**config.mk**
```make
export PLATFORM = sky130hd
export DESIGN_NAME = instr_decode
export DESIGN_NICKNAME = d
export VERILOG_FILES = /design/src/rtl/instr_decode_pkg.sv /design/src/rtl/instr_decode_imm_gen.sv /design/src/rtl/instr_decode.sv
export SDC_FILE = /design/constraint.sdc
export NUM_CORES = 1
export LEC_CHECK = 0
export ABC_AREA = 1
export BUFFER_PORTS_ARGS = -buffer_cell sky130_fd_sc_hd__buf_2
export CORE_MARGIN = 2
export CORE_UTILIZATION = 55
export DETAILED_ROUTE_END_ITERATION = 10
export HOLD_SLACK_MARGIN = 0.03
export PLACE_DENSITY = 0.95
export SYNTH_ARGS = -nofsm -noshare
export SYNTH_HDL_FRONTEND = slang
export SYNTH_SLANG_ARGS = --single-unit
```
**constraint.sdc**
```tcl
create_clock -name clk -period 4.7 [get_ports clk]
set_input_delay 0.47 -clock clk [delete_from_list [all_inputs] [get_ports clk]]
set_output_delay 0.47 -clock clk [all_outputs]
set_load 0.005 [all_outputs]
```
**src/rtl/instr_decode_pkg.sv**
```systemverilog
// Shared definitions for the RV32 decode stage: one-hot operation indices,
// opcode/funct7 constants, immediate format enum and pipeline state enum.
// The RV32M_EN macro, used in instr_decode.sv, enables MUL/DIV decode.
package instr_decode_pkg;

  localparam int NUM_OPS = 47;

  // One-hot bit positions of the ALU-facing operation vector
  localparam logic [5:0] IDX_LUI    = 6'd0;
  localparam logic [5:0] IDX_AUIPC  = 6'd1;
  localparam logic [5:0] IDX_JAL    = 6'd2;
  localparam logic [5:0] IDX_JALR   = 6'd3;
  localparam logic [5:0] IDX_BEQ    = 6'd4;
  localparam logic [5:0] IDX_BNE    = 6'd5;
  localparam logic [5:0] IDX_BLT    = 6'd6;
  localparam logic [5:0] IDX_BGE    = 6'd7;
  localparam logic [5:0] IDX_BLTU   = 6'd8;
  localparam logic [5:0] IDX_BGEU   = 6'd9;
  localparam logic [5:0] IDX_LB     = 6'd10;
  localparam logic [5:0] IDX_LH     = 6'd11;
  localparam logic [5:0] IDX_LW     = 6'd12;
  localparam logic [5:0] IDX_LBU    = 6'd13;
  localparam logic [5:0] IDX_LHU    = 6'd14;
  localparam logic [5:0] IDX_SB     = 6'd15;
  localparam logic [5:0] IDX_SH     = 6'd16;
  localparam logic [5:0] IDX_SW     = 6'd17;
  localparam logic [5:0] IDX_ADDI   = 6'd18;
  localparam logic [5:0] IDX_SLTI   = 6'd19;
  localparam logic [5:0] IDX_SLTIU  = 6'd20;
  localparam logic [5:0] IDX_XORI   = 6'd21;
  localparam logic [5:0] IDX_ORI    = 6'd22;
  localparam logic [5:0] IDX_ANDI   = 6'd23;
  localparam logic [5:0] IDX_SLLI   = 6'd24;
  localparam logic [5:0] IDX_SRLI   = 6'd25;
  localparam logic [5:0] IDX_SRAI   = 6'd26;
  localparam logic [5:0] IDX_ADD    = 6'd27;
  localparam logic [5:0] IDX_SUB    = 6'd28;
  localparam logic [5:0] IDX_SLL    = 6'd29;
  localparam logic [5:0] IDX_SLT    = 6'd30;
  localparam logic [5:0] IDX_SLTU   = 6'd31;
  localparam logic [5:0] IDX_XOR    = 6'd32;
  localparam logic [5:0] IDX_SRL    = 6'd33;
  localparam logic [5:0] IDX_SRA    = 6'd34;
  localparam logic [5:0] IDX_OR     = 6'd35;
  localparam logic [5:0] IDX_AND    = 6'd36;
  localparam logic [5:0] IDX_FENCE  = 6'd37;
  localparam logic [5:0] IDX_ECALL  = 6'd38;
  localparam logic [5:0] IDX_MUL    = 6'd39;
  localparam logic [5:0] IDX_MULH   = 6'd40;
  localparam logic [5:0] IDX_MULHSU = 6'd41;
  localparam logic [5:0] IDX_MULHU  = 6'd42;
  localparam logic [5:0] IDX_DIV    = 6'd43;
  localparam logic [5:0] IDX_DIVU   = 6'd44;
  localparam logic [5:0] IDX_REM    = 6'd45;
  localparam logic [5:0] IDX_REMU   = 6'd46;

  // Major opcodes (instr[6:0])
  localparam logic [6:0] OPC_LUI      = 7'b0110111;
  localparam logic [6:0] OPC_AUIPC    = 7'b0010111;
  localparam logic [6:0] OPC_JAL      = 7'b1101111;
  localparam logic [6:0] OPC_JALR     = 7'b1100111;
  localparam logic [6:0] OPC_BRANCH   = 7'b1100011;
  localparam logic [6:0] OPC_LOAD     = 7'b0000011;
  localparam logic [6:0] OPC_STORE    = 7'b0100011;
  localparam logic [6:0] OPC_OP_IMM   = 7'b0010011;
  localparam logic [6:0] OPC_OP       = 7'b0110011;
  localparam logic [6:0] OPC_MISC_MEM = 7'b0001111;
  localparam logic [6:0] OPC_SYSTEM   = 7'b1110011;

  // funct7 values that select between operation variants
  localparam logic [6:0] F7_BASE   = 7'b0000000;
  localparam logic [6:0] F7_ALT    = 7'b0100000;
  localparam logic [6:0] F7_MULDIV = 7'b0000001;

  typedef enum logic [2:0] {
    FMT_R = 3'd0,
    FMT_I = 3'd1,
    FMT_S = 3'd2,
    FMT_B = 3'd3,
    FMT_U = 3'd4,
    FMT_J = 3'd5
  } fmt_t;

  typedef enum logic {
    ST_EMPTY = 1'b0,
    ST_FULL  = 1'b1
  } state_t;

  // Expand an operation index into the one-hot operation vector
  function automatic logic [NUM_OPS-1:0] op_onehot(input logic [5:0] idx);
    logic [NUM_OPS-1:0] v;
    v = '0;
    for (int k = 0; k < NUM_OPS; k++) begin
      v[k] = (idx == 6'(k));
    end
    return v;
  endfunction

endpackage

```
**src/rtl/instr_decode_imm_gen.sv**
```systemverilog
// Immediate generator: sign-extended I/S/B/U/J immediate chosen by format.
// R-type yields zero. Only instr[31:7] carries immediate bits.
module imm_gen
  import instr_decode_pkg::*;
(
  input  logic [31:7] i_instr,
  input  fmt_t        i_format,
  output logic [31:0] o_imm
);

  // Reassemble the immediate field for the selected format
  always_comb begin
    o_imm = '0;
    case (i_format)
      FMT_I: o_imm = {{20{i_instr[31]}}, i_instr[31:20]};
      FMT_S: o_imm = {{20{i_instr[31]}}, i_instr[31:25], i_instr[11:7]};
      FMT_B: o_imm = {{19{i_instr[31]}}, i_instr[31], i_instr[7],
                      i_instr[30:25], i_instr[11:8], 1'b0};
      FMT_U: o_imm = {i_instr[31:12], 12'b0};
      FMT_J: o_imm = {{11{i_instr[31]}}, i_instr[31], i_instr[19:12],
                      i_instr[20], i_instr[30:21], 1'b0};
      default: o_imm = '0;
    endcase
  end

endmodule

```
**src/rtl/instr_decode.sv**
```systemverilog
// RV32I(+M) decode stage: one registered pipeline slot between fetch and ALU.
// Build option: define RV32M_EN to decode the MUL/DIV/REM group (bits 39-46);
// without it those encodings are reported as illegal.
//
// Handshake: a beat moves on a side when valid && ready are both high in the
// same cycle. in_ready = !out_valid || out_ready, so a full slot accepts a new
// instruction in the same cycle its bundle leaves. The slot state is directly
// visible as out_valid (EMPTY = 0, FULL = 1).
module instr_decode
  import instr_decode_pkg::*;
#(
  parameter logic [31:0] RESET_PC_TAG = 32'h0
) (
  input  logic               clk,
  input  logic               rst,
  input  logic               in_valid,
  output logic               in_ready,
  input  logic [31:0]        instr,
  input  logic [31:0]        in_pc,
  output logic               out_valid,
  input  logic               out_ready,
  output logic [NUM_OPS-1:0] instructions,
  output logic [4:0]         rs1_addr,
  output logic [4:0]         rs2_addr,
  output logic [4:0]         rd_addr,
  output logic [31:0]        imm,
  output logic [31:0]        out_pc,
  output logic               illegal,
  input  logic               flush
);

  state_t             r_state;
  state_t             w_state_nxt;
  logic               w_in_xfer;
  logic               w_out_xfer;
  logic               w_load;

  logic [6:0]         w_opcode;
  logic [2:0]         w_funct3;
  logic [6:0]         w_funct7;
  logic               w_hit;
  logic [5:0]         w_idx;
  fmt_t               w_fmt;
  logic [NUM_OPS-1:0] w_onehot;
  logic [31:0]        w_imm_raw;
  logic [31:0]        w_imm;

  logic [NUM_OPS-1:0] r_instructions;
  logic [4:0]         r_rs1;
  logic [4:0]         r_rs2;
  logic [4:0]         r_rd;
  logic [31:0]        r_imm;
  logic [31:0]        r_pc;
  logic               r_illegal;

  assign w_opcode = instr[6:0];
  assign w_funct3 = instr[14:12];
  assign w_funct7 = instr[31:25];

  // Slot state register; reset wins over flush and both handshakes
  always_ff @(posedge clk) begin
    if (rst) begin
      r_state <= ST_EMPTY;
    end else begin
      r_state <= w_state_nxt;
    end
  end

  // Handshake and next-state; flush empties the slot and drops any input beat
  always_comb begin
    w_state_nxt = r_state;
    in_ready    = (r_state == ST_EMPTY) || out_ready;
    w_in_xfer   = in_valid && in_ready;
    w_out_xfer  = (r_state == ST_FULL) && out_ready;
    w_load      = w_in_xfer && !flush;
    if (flush) begin
      w_state_nxt = ST_EMPTY;
    end else if (w_in_xfer) begin
      w_state_nxt = ST_FULL;
    end else if (w_out_xfer) begin
      w_state_nxt = ST_EMPTY;
    end
  end

  // Operation decode: opcode, funct3 and funct7 must all match a known encoding
  always_comb begin
    w_hit = 1'b0;
    w_idx = IDX_LUI;
    w_fmt = FMT_R;
    if (instr[1:0] == 2'b11) begin
      case (w_opcode)
        OPC_LUI: begin
          w_hit = 1'b1; w_idx = IDX_LUI; w_fmt = FMT_U;
        end
        OPC_AUIPC: begin
          w_hit = 1'b1; w_idx = IDX_AUIPC; w_fmt = FMT_U;
        end
        OPC_JAL: begin
          w_hit = 1'b1; w_idx = IDX_JAL; w_fmt = FMT_J;
        end
        OPC_JALR: begin
          w_fmt = FMT_I;
          if (w_funct3 == 3'b000) begin
            w_hit = 1'b1; w_idx = IDX_JALR;
          end
        end
        OPC_BRANCH: begin
          w_fmt = FMT_B;
          w_hit = 1'b1;
          case (w_funct3)
            3'b000:  w_idx = IDX_BEQ;
            3'b001:  w_idx = IDX_BNE;
            3'b100:  w_idx = IDX_BLT;
            3'b101:  w_idx = IDX_BGE;
            3'b110:  w_idx = IDX_BLTU;
            3'b111:  w_idx = IDX_BGEU;
            default: w_hit = 1'b0;
          endcase
        end
        OPC_LOAD: begin
          w_fmt = FMT_I;
          w_hit = 1'b1;
          case (w_funct3)
            3'b000:  w_idx = IDX_LB;
            3'b001:  w_idx = IDX_LH;
            3'b010:  w_idx = IDX_LW;
            3'b100:  w_idx = IDX_LBU;
            3'b101:  w_idx = IDX_LHU;
            default: w_hit = 1'b0;
          endcase
        end
        OPC_STORE: begin
          w_fmt = FMT_S;
          w_hit = 1'b1;
          case (w_funct3)
            3'b000:  w_idx = IDX_SB;
            3'b001:  w_idx = IDX_SH;
            3'b010:  w_idx = IDX_SW;
            default: w_hit = 1'b0;
          endcase
        end
        OPC_OP_IMM: begin
          w_fmt = FMT_I;
          w_hit = 1'b1;
          case (w_funct3)
            3'b000: w_idx = IDX_ADDI;
            3'b010: w_idx = IDX_SLTI;
            3'b011: w_idx = IDX_SLTIU;
            3'b100: w_idx = IDX_XORI;
            3'b110: w_idx = IDX_ORI;
            3'b111: w_idx = IDX_ANDI;
            // Shift-immediates reuse the upper imm bits as funct7
            3'b001: begin
              w_idx = IDX_SLLI;
              w_hit = (w_funct7 == F7_BASE);
            end
            default: begin
              if (w_funct7 == F7_BASE) begin
                w_idx = IDX_SRLI;
              end else if (w_funct7 == F7_ALT) begin
                w_idx = IDX_SRAI;
              end else begin
                w_hit = 1'b0;
              end
            end
          endcase
        end
        OPC_OP: begin
          w_fmt = FMT_R;
          if (w_funct7 == F7_BASE) begin
            w_hit = 1'b1;
            case (w_funct3)
              3'b000:  w_idx = IDX_ADD;
              3'b001:  w_idx = IDX_SLL;
              3'b010:  w_idx = IDX_SLT;
              3'b011:  w_idx = IDX_SLTU;
              3'b100:  w_idx = IDX_XOR;
              3'b101:  w_idx = IDX_SRL;
              3'b110:  w_idx = IDX_OR;
              default: w_idx = IDX_AND;
            endcase
          end else if (w_funct7 == F7_ALT) begin
            if (w_funct3 == 3'b000) begin
              w_hit = 1'b1; w_idx = IDX_SUB;
            end else if (w_funct3 == 3'b101) begin
              w_hit = 1'b1; w_idx = IDX_SRA;
            end
`ifdef RV32M_EN
          end else if (w_funct7 == F7_MULDIV) begin
            // MUL..REMU are laid out in funct3 order
            w_hit = 1'b1;
            w_idx = IDX_MUL + {3'b000, w_funct3};
`endif
          end
        end
        OPC_MISC_MEM: begin
          w_fmt = FMT_I;
          if (w_funct3 == 3'b000) begin
            w_hit = 1'b1; w_idx = IDX_FENCE;
          end
        end
        OPC_SYSTEM: begin
          // Only ECALL (imm=0) and EBREAK (imm=1) with rd=rs1=funct3=0
          w_fmt = FMT_I;
          if ((instr[31:21] == 11'd0) && (instr[19:7] == 13'd0)) begin
            w_hit = 1'b1; w_idx = IDX_ECALL;
          end
        end
        default: begin
          w_hit = 1'b0;
        end
      endcase
    end
  end

  // Without RV32M_EN no decode path produces indices 39-46, so those bits stay 0
  assign w_onehot = w_hit ? op_onehot(w_idx) : '0;

  imm_gen u_imm_gen (
    .i_instr  (instr[31:7]),
    .i_format (w_fmt),
    .o_imm    (w_imm_raw)
  );

  assign w_imm = w_hit ? w_imm_raw : 32'h0;

  // Output bundle; loads only on an accepted (non-flushed) input beat
  always_ff @(posedge clk) begin
    if (rst) begin
      r_instructions <= '0;
      r_rs1          <= '0;
      r_rs2          <= '0;
      r_rd           <= '0;
      r_imm          <= '0;
      r_pc           <= RESET_PC_TAG;
      r_illegal      <= 1'b0;
    end else if (w_load) begin
      r_instructions <= w_onehot;
      r_rs1          <= instr[19:15];
      r_rs2          <= instr[24:20];
      r_rd           <= instr[11:7];
      r_imm          <= w_imm;
      r_pc           <= in_pc;
      r_illegal      <= !w_hit;
    end
  end

  assign out_valid    = (r_state == ST_FULL);
  assign instructions = r_instructions;
  assign rs1_addr     = r_rs1;
  assign rs2_addr     = r_rs2;
  assign rd_addr      = r_rd;
  assign imm          = r_imm;
  assign out_pc       = r_pc;
  assign illegal      = r_illegal;

endmodule

```
==> results.toml <==
[layout]
nets = 1169
synthToLayoutAreaGrowth_pct = 25.7
fillers = 864
insertedDiodeCount = 0
drive_above_1_share_pct = 24.4
final_cell_count_no_fill = 1251

[timing]
fin_crit_sh_pct = 48.9
relSlewSlack_pct = 13.9
tns_ns = 0
rsz0062_at_grt = "false"
min_period_ns = 2.30
drv_slew = 0
hold_viol_final = 0
holdWs_ns = 0.168
max_freq_mhz = 435
skew_ns = 0.0146
tightest_slew_ns = 1.29
finalSetupViolCount = 0

[power]
p_leak_nw = 3.79
p_per_area_mw_per_mm2 = 345
peakVddDrop_uv = 225

[worst_setup_path]
reg2reg_to = "instructions[26]$_SDFFE_PP0P_"
crit_slowest_cell = "buf_4"
arrival_ns = 2.74
r2r_start = "out_valid$_SDFFE_PP0P_"
critPathTopFamily = "simple AND/OR/NAND/NOR gates"
path_buf_inv = 2
worstSetupStartpoint = "out_valid$_SDFFE_PP0P_"
endpoint_kind = "flip-flop"
timing.critical_path.mode_cell = "nor2_1"
path_depth = 8
crit_chain = "inv_1, nor2_1, nor3_4, buf_4, nand3_2, nor2_1, nor2_1, nor2_1"
ff2ff_setup_slack_ns = 2.40
worst_r2r_path_depth = 8
cp_max_fo = 113
required_ns = 5.14
cp-start-kind = "flip-flop"
endpoint = "instructions[26]$_SDFFE_PP0P_"
worstSetupPathType = "flip-flop to flip-flop"
max_stage_delay_ns = 0.84

[grt]
grt.overflow.total = 0
grt_antenna_before_repair = 0
grt_pass1_vias = 6048
grt_max_degree = 114
track_usage_pct = 30.3
grt_pass1_wl_um = 28400

[synth]
syn-num-nets = 997
synth_area_leaders = "dfxtp_1, nor2_1, nand2_1, a21oi_1, nand3_1"
ys_seq_area_share_pct = 42.4
ys_async_sr_fraction_pct = 0
synth_area_per_cell_um2 = 6.52
synth_cell_types = 28
synth_commonest_cells = "nor2_1, nand2_1, dfxtp_1, a21oi_1, inv_1"
yosysMostFrequentCell = "nor2_1"
netlist_instances = 928
synth_warnings = 0
synth_ff_type = "dfxtp_1"
synth_seq_cells = 128
yosysTopAreaCell = "dfxtp_1"
synth_area_mm2 = 0.00605
synth-edff-count = 0
synth_top_area_share_pct = 42.4

[floorplan]
core_area_mm2 = 0.0108
ios = 198
dieArea_mm2 = 0.0119
die_h_um = 109
die_x_um = 109
start_util_pct = 56.0
rows = 38

[clocking]
cts_root_buffer = "clkbuf_8"
cts_hold_buf = 0
htreeDepth = 4
cts_tree = "done"
clk_pin_slew_worst_paths_ns = 0.07
clk-insertion-delay-late_ns = 0.52
cts_buffers = 17
clock_path_buffers = 2
cts-resized-gates = 0
cts_setup_buffers = 0
cts_sinks = 128

[placement]
portBuffers = 197
gp_congestion = 0.936
dp_hpwl_um = 12200
place_inst = 1221

[min_path]
hold_class = "input port to flip-flop"

[route]
first_iter_violations = 667
vias_per_cell = 5.29
routedWlPerCell_um = 14.3
routed_wl_um = 17900
first_pass_iters = 6
vias = 6623
drtAntennaViolNets = 0
drc = 0

[status]
status = "complete, no violations"

[flow_run]
drv_cap = 0
-- worst min-delay path by stage --
stage	start	endpoint	slack, ns	cells after the start
4_1_cts	in_pc[24]	out_pc[24]$_SDFFE_PP0P_	0.16	3
6_report	in_pc[24]	out_pc[24]$_SDFFE_PP0P_	0.17	3
5_1_grt	flush	out_valid$_SDFFE_PP0P_	0.17	2
2_1_floorplan	instructions[39]$_SDFFE_PP0P_	instructions[39]$_SDFFE_PP0P_	0.44	2
3_5_place_dp	instructions[44]$_SDFFE_PP0P_	instructions[44]$_SDFFE_PP0P_	0.43	2
3_3_place_gp	instructions[39]$_SDFFE_PP0P_	instructions[39]$_SDFFE_PP0P_	0.42	2
-- area by class of cell --
type	count	area [µm²]	area share, %
Multi-Input combinational cell	672	2980	39.2
Sequential cell	128	2560	33.7
Timing Repair Buffer	200	1010	13.3
Clock buffer	19	442	5.81
Inverter	81	304	4.00
Tap cell	140	175	2.30
Clock inverter	11	131	1.73
-- kinds of logic (layout without fill, tap and decap cells) --
group	Yosys count	count (layout)	share of synthesized area, %
flops	128	128	42.4
compound gates	135	135	11.5
simple gates	537	537	37.6
buf+inv	128	311	8.48
-- worst register-to-register path, stage by stage (launching register included) --
cell     delay (ns)
dfxtp_1        0.32
inv_1          0.05
nor2_1         0.06
nor3_4         0.13
buf_4          0.84
nand3_2        0.45
nor2_1         0.23
nor2_1         0.07
nor2_1         0.07
-- state kept, by name (all words and copies together), names as in the netlist --
signal / count
illegal: 1
instructions: 47
rd_addr: 5
out_valid: 1
imm: 32
rs2_addr: 5
rs1_addr: 5
out_pc: 32
-- per-stage QoR --
step / instance area, µm² / utilization (%) / worst slack, ns / power (mW)
4_1_cts: 7600 / 70.4 / 2.45 / 2.63
2_1_floorplan: 6050 / - / 2.84 / 1.27
6_report: 7600 / 70.4 / 2.40 / 2.62
3_3_place_gp: 7030 / 65.1 / 2.26 / 1.35
3_5_place_dp: 7030 / 65.1 / 2.15 / 1.36
5_1_grt: 7600 / 70.4 / 2.20 / 2.71
-- layout by cell type, fill, tap and decap left out, types with 2 or more instances in the layout --
cell type	synthesis	final
bufinv_16	0	2
nand3b_1	2	2
dfxtp_1	128	128
nand2_4	2	2
nor2_1	239	239
clkbuf_16	0	16
clkinv_4	0	4
a21oi_1	73	73
buf_2	8	197
inv_2	11	12
clkinv_2	0	2
inv_6	0	3
nand3_1	62	62
nand2_1	191	191
buf_4	2	3
o22ai_1	4	4
clkbuf_8	0	3
nor2_4	5	5
nor2_2	9	9
inv_1	69	69
o21ai_0	52	52
nand2_2	5	5
nand3_2	4	4
o21bai_1	4	4
nand4_1	14	14
-- power breakdown --
| group | switching, mW | internal, mW | leakage (nW) |
|---|---|---|---|
| logic | 0.142 | 0.0719 | 2.47 |
| registers | 0.0138 | 1.11 | 1.04 |
| clock network | 0.497 | 0.783 | 0.285 |
-- per-layer routing --
| metal | GRT usage, % | wire length (µm) | vias up |
|---|---|---|---|
| met3 | 7.89 | 1740 | 51 |
| li1 | - | - | 3274 |
| met4 | 12.1 | 442 | 0 |
| met1 | 37.6 | 7230 | 2920 |
| met2 | 50.0 | 8490 | 378 |
| met5 | 0 | 0 | - |
No activity file was read; power rests on OpenSTA's default activity.
